[config.mk]
export PLATFORM = sky130hd
export DESIGN_NAME = regfile_sb
export DESIGN_NICKNAME = d
export VERILOG_FILES = /design/src/rtl/regfile_sb.sv
export SDC_FILE = /design/constraint.sdc
export NUM_CORES = 2
export LEC_CHECK = 0
export CORE_MARGIN = 2
export CORE_UTILIZATION = 45
export DETAILED_ROUTE_END_ITERATION = 6
export SLEW_MARGIN = 40
export SYNTH_ARGS = -nofsm -noshare
export SYNTH_HDL_FRONTEND = slang
export SYNTH_SLANG_ARGS = --single-unit
[constraint.sdc]
create_clock -name clk -period 3.8 [get_ports clk]
set_input_delay 0.38 -clock clk [delete_from_list [all_inputs] [get_ports clk]]
set_output_delay 0.38 -clock clk [all_outputs]
set_load 0.02 [all_outputs]
[src/rtl/regfile_sb.sv]
// Multi-port integer register file with per-register busy scoreboard.
// Combinational reads with write bypass; x0 hardwired to zero.
module regfile_sb #(
    parameter int XLEN  = 64,
    parameter int NREGS = 32,
    parameter int NRD   = 2,
    localparam int AW   = $clog2(NREGS)
) (
    input  logic                clk,
    input  logic                rst,
    input  logic [NRD*AW-1:0]   rd_addr,
    output logic [NRD*XLEN-1:0] rd_data,
    output logic [NRD-1:0]      rd_busy,
    input  logic                wr_en,
    input  logic [AW-1:0]       wr_addr,
    input  logic [XLEN-1:0]     wr_data,
    input  logic                wr_clr,
    input  logic                sb_set,
    input  logic [AW-1:0]       sb_addr,
    output logic [NREGS-1:0]    busy_vec,
    output logic                any_busy
);

    logic [XLEN-1:0]  regs [NREGS];
    logic [NREGS-1:0] busy;
    logic [NREGS-1:0] busy_next;

    always_comb begin
        busy_next = busy;
        for (int r = 1; r < NREGS; r++) begin
            busy_next[r] = (busy[r] & ~(wr_en & wr_clr & (wr_addr == AW'(r))))
                         | (sb_set & (sb_addr == AW'(r)));
        end
        busy_next[0] = 1'b0;
    end

    always_ff @(posedge clk) begin
        if (rst) begin
            for (int r = 0; r < NREGS; r++) begin
                regs[r] <= '0;
            end
            busy <= '0;
        end else begin
            if (wr_en && wr_addr != '0) begin
                regs[wr_addr] <= wr_data;
            end
            busy <= busy_next;
        end
    end

    for (genvar i = 0; i < NRD; i++) begin : g_rd
        logic [AW-1:0] a;
        logic          hit;
        logic          set_hit;

        assign a       = rd_addr[i*AW +: AW];
        assign hit     = wr_en && (wr_addr == a) && (a != '0);
        assign set_hit = sb_set && (sb_addr == a);

        assign rd_data[i*XLEN +: XLEN] = (a == '0) ? '0 :
                                         hit ? wr_data : regs[a];
        // a retiring write hides the busy bit unless a new producer claims it
        assign rd_busy[i] = busy[a] & ~(hit & wr_clr & ~set_hit);
    end

    assign busy_vec = busy;
    assign any_busy = |busy;

endmodule

# Word-level counts from Yosys, hierarchy flattened
# Memories as Yosys holds them, arrays and structs flattened.
# Index checks and enable logic that the tools add are counted.
# totals
mem_bits_rw	2048
n_memories	1
inputBits	89
word_cells	267
reg_bits	32
output_inout_bits	163
# memory_table
memory	words	width	read_ports	rd_ports_with_merged_regs	wr	line	rtl
regs	32	64	2	0	32	24	logic [XLEN-1:0] regs [NREGS];
# classes
n_mux	16
reduce_logical	14
eq_ne	66
n_bitwise	166
magnitude_cmp	2
# ops
operator	count
64-bit two-way mux	5
5-bit equality test, second input constant	32
1-bit AND	100
5-bit by 4-bit equality test with 1-bit output, second input constant	16
64-bit OR reduction	1
5-bit by 3-bit equality test with 1-bit output, second input constant	8
1-bit inverter	35
32-bit OR reduction	1
1-bit bitwise OR	31
5-bit by 2-bit equality test with 1-bit output, second input constant	4
5-bit equality test	4
5-bit nonzero test	3
5-bit by 6-bit less-than comparator with 1-bit output, second input constant	2
1-bit binary-select mux with 5-bit select	2
5-bit by 1-bit equality test with 1-bit output, second input constant	2
5-bit logical NOT	2
1-bit two-way mux	8
1-bit logical AND	7
5-bit two-way mux	1

# Longest topological paths before layout
# logic_depth
ltp_word	7
depth_mapped	10
ltp_nobuf	5

# Worst setup path before layout
# Ideal clock, no wire load.
# synth_path
path_kind	in2reg
startpoint	in rst
endpoint	mem regs[0][0] (enable)
setup_ns	0.444
t_required_ns	3.356
arrival_ns	2.405
stages	2
setup_slack_ns	0.950
path_buffers	2
cell_sequence	clkbuf_1 -> clkbuf_1
# synth_rtl
element	line	rtl
start, declared	10	input logic rst,
end, declared	24	

# Final worst setup path
# layout_path
startpoint	in wr_addr[0]
endpoint	out rd_data[17]
# layout_between
elab_chain_cells	5
# layout_lines
element	line	rtl
start, declared	15	input logic [AW-1:0] wr_addr,
5-bit equality test	57	assign hit = wr_en && (wr_addr == a) && (a != '0);
1-bit logical AND (2 in a row)	57	
64-bit two-way mux	61	hit ? wr_data : regs[a];
64-bit two-way mux	60	assign rd_data[i*XLEN +: XLEN] = (a == '0) ? '0 :
end, declared	12	output logic [NRD*XLEN-1:0] rd_data,
# No other way between the ends.

==> flow_summary.json <==
{
  "wire_per_inst_um": 40.1,
  "fin_crit_ns": 3.86,
  "synth_edf_count": 2048,
  "power_frac_comb_pct": 14.6,
  "clock_latency_ns": 0.88,
  "p_seq_share_pct": 46.5,
  "worst_path_most_repeated_cell": "buf_4",
  "grt_max_degree": 84,
  "viasPerCell": 6.79,
  "maxCapViolCount": 0,
  "drv_slew": 0,
  "yosys.area.top_type": "edfxtp_1",
  "ys_warn_count": 0,
  "drc_errors": 0,
  "hold_viol": 0,
  "die_area_sq_um": 249000,
  "start_util_pct": 45.3,
  "synth_ff_type": "edfxtp_1",
  "worst_pin_slew_ns": 0.930,
  "fin_nets": 7370,
  "drive_above_1_share_pct": 29.4,
  "hold_slack_ns": 0.126,
  "startpoint_type": "input pin",
  "synth.area.top_cells": "edfxtp_1, mux4_2, and2_1",
  "setup_tns_ns": -0.0585,
  "cts_root_buf": "clkbuf_16",
  "synth_top_area_share_pct": 55.8,
  "worst_ep_required_time_ns": 3.42,
  "first_pass_iters": 6,
  "crit_buf_inv": 5,
  "synthDistinctLibCells": 54,
  "io_pins": 252,
  "synth-seq-area-share_pct": 56.4,
  "worst_path_max_delay_cell": "or4_4",
  "rows": 181,
  "die_h_um": 499,
  "crit_arrival_ns": 3.48,
  "synth_common_cells": "edfxtp_1, and2_1, mux4_2",
  "fmax_mhz": 259,
  "pwr-share-clk_pct": 39.0,
  "crit_path_end_kind": "output port",
  "syn_to_final_growth_pct": 16.1,
  "path_class": "in -> out",
  "grt_usage_pct": 34.3,
  "wirelength_um": 429000,
  "ys_ff_latch": 2079,
  "ctsHtreeMaxLevel": 4,
  "period_share_pct": 102,
  "die_w_um": 499,
  "holdCritPathClass": "in -> reg",
  "switchingPower_uw": 15200,
  "cts_buffers": 223,
  "ir_drop_mv": 0.506,
  "p_sw_share_pct": 26.1,
  "via_count": 72739,
  "avgSynthCellArea_sq_um": 15.6,
  "io_buffers": 250,
  "crit_path_max_fanout": 15,
  "area.sequential_sq_um": 62100,
  "synth.most_common_cell": "edfxtp_1",
  "skew_ns": 0,
  "syn-cell-area_sq_um": 110000,
  "detailed_place_hpwl_um": 255000,
  "finalSetupViolCount": 1,
  "grt_pass1_wl_um": 591000,
  "cts_tree": "done",
  "status": "complete, but fails checks",
  "final_core_util_pct": 52.6,
  "detail-route-antenna-nets": 0,
  "post_cts.repair.setup_buffers": 0,
  "netlist_instances": 7050,
  "synth-async-reset-ratio_pct": 0,
  "rsz0062_at_grt": "yes",
  "slew_headroom_pct": 38.0,
  "clk_pin_slew_ns": 0.06,
  "violations": "negative setup slack",
  "power_density_nw_per_um2": 455,
  "core_area_sq_um": 243000,
  "multi_input_area_sq_um": 45400,
  "critical_path.max_stage_delay_ns": 0.60,
  "crit_family": "buffers and inverters",
  "place_congestion": 0.906,
  "drtIter0Drc": 11049,
  "cts_buffer_depth": 3,
  "clock_sinks": 2079,
  "internal_power_uw": 43100,
  "p_leak_uw": 0.0434,
  "n_fill_cell": 19564,
  "crit_chain": "clkdlybuf4s50_1 > xor2_1 > or4_4 > o31a_2 > buf_12 > buf_4 > o21a_1 > nor3_1 > buf_4 > buf_4",
  "grt_pass1_vias": 73001,
  "grt_overflow": 0,
  "antenna_found_initial": 38,
  "layout_setup_ws_ns": -0.0585
}
## placed cells by master, fill, tap and decap left out, types with 6 or more instances in the layout
cell / count
clkdlybuf4s50_1: 138
buf_6: 8
o21a_1: 120
nor2_1: 13
a31oi_1: 6
nand2b_1: 11
nand2_1: 57
mux2i_1: 24
o21ai_0: 42
nor4_1: 12
mux2_2: 12
clkinv_2: 50
buf_4: 376
or2_4: 34
clkinv_1: 51
o221ai_1: 7
a211oi_1: 15
xor2_1: 16
edfxtp_1: 2048
buf_12: 211
nor3_1: 102
clkbuf_1: 36
dfxtp_1: 31
conb_1: 65
bufinv_16: 31
nand3_1: 10
a21oi_1: 33
nor2_4: 30
nor3_2: 21
dlymetal6s2s_1: 13
nor2b_1: 30
or3_1: 7
clkinvlp_4: 10
a211o_1: 7
buf_8: 6
diode_2: 28
and2_1: 1984
clkbuf_16: 225
mux4_2: 1147
o22ai_1: 365
## state kept, by name, indices dropped and copies added, names as in the netlist
register,count
regs,2048
busy_vec,31
## per-layer routing
metal  routed length, um  global-route usage (%)  vias up
li1                    -                       -    27944
met4               28500                    20.0       10
met1              151000                    44.1    37996
met3               50900                    8.21     1229
met2              198000                    53.4     5560
met5                  62                       0        -
## repair_timing
action,in CTS,in global routing
gates resized for setup,12,18
hold endpoints to repair,43,0
hold buffers,1,0
endpoints found under the setup margin,11,20
pin swaps,0,2
## stage by stage
| stage | instances | power (uW) | setup slack [ns] | instance area, sq um |
|---|---|---|---|---|
| floorplan | 7114 | 31700 | 0.950 | 110000 |
| global placement | 10257 | 35700 | -0.390 | 120000 |
| detailed placement | 10257 | 35800 | -0.140 | 120000 |
| CTS | 10679 | 58200 | 0.00287 | 128000 |
| global route | 10686 | 59500 | -0.0183 | 128000 |
| finish | 10707 | 58200 | -0.0585 | 128000 |
## worst reg2reg max path, stage by stage, from the launching register on
cell     delay (ns)
dfxtp_1        0.60
o21ai_0        0.16
a21oi_1        0.17
## cells by family after synthesis
group | synth area share, %
buf+inv | 3.05
xor+xnor | 0.159
compound gates | 3.64
simple gates | 13.0
other cells | 0.00340
mux | 23.8
flops | 56.4
## area by class of cell
| cell class | instances | share of cell area [%] |
|---|---|---|
| sequential | 2079 | 48.6 |
| multi-input combinational | 4217 | 35.5 |
| timing repair buffer | 758 | 6.90 |
| clock buffer | 261 | 4.51 |
| tap | 3202 | 3.13 |
| clock inverter | 160 | 1.36 |
| antenna | 28 | 0.0548 |
| inverter | 2 | 0.00587 |
## worst paths after layout
path,slack [ns],startpoint,end,cells past startpoint
max,-0.06,wr_addr[0],rd_data[17],10
min reg2reg,0.55,busy_vec[11]$_SDFF_PP0_,busy_vec[11]$_SDFF_PP0_,2
max reg2reg,2.81,busy_vec[27]$_SDFF_PP0_,busy_vec[27]$_SDFF_PP0_,2
min,0.13,wr_data[1],regs[17][1]$_SDFFCE_PN0P_,2
## power by group through the flow
stage               clock (uW)  combinational, uW  sequential [uW]
floorplan                    0               4470            27300
global placement             0               8330            27400
detailed placement           0               8340            27500
CTS                      22800               8370            27000
global route             23700               8650            27200
finish                   22700               8490            27100
No activity file was read; power rests on OpenSTA's default activity.
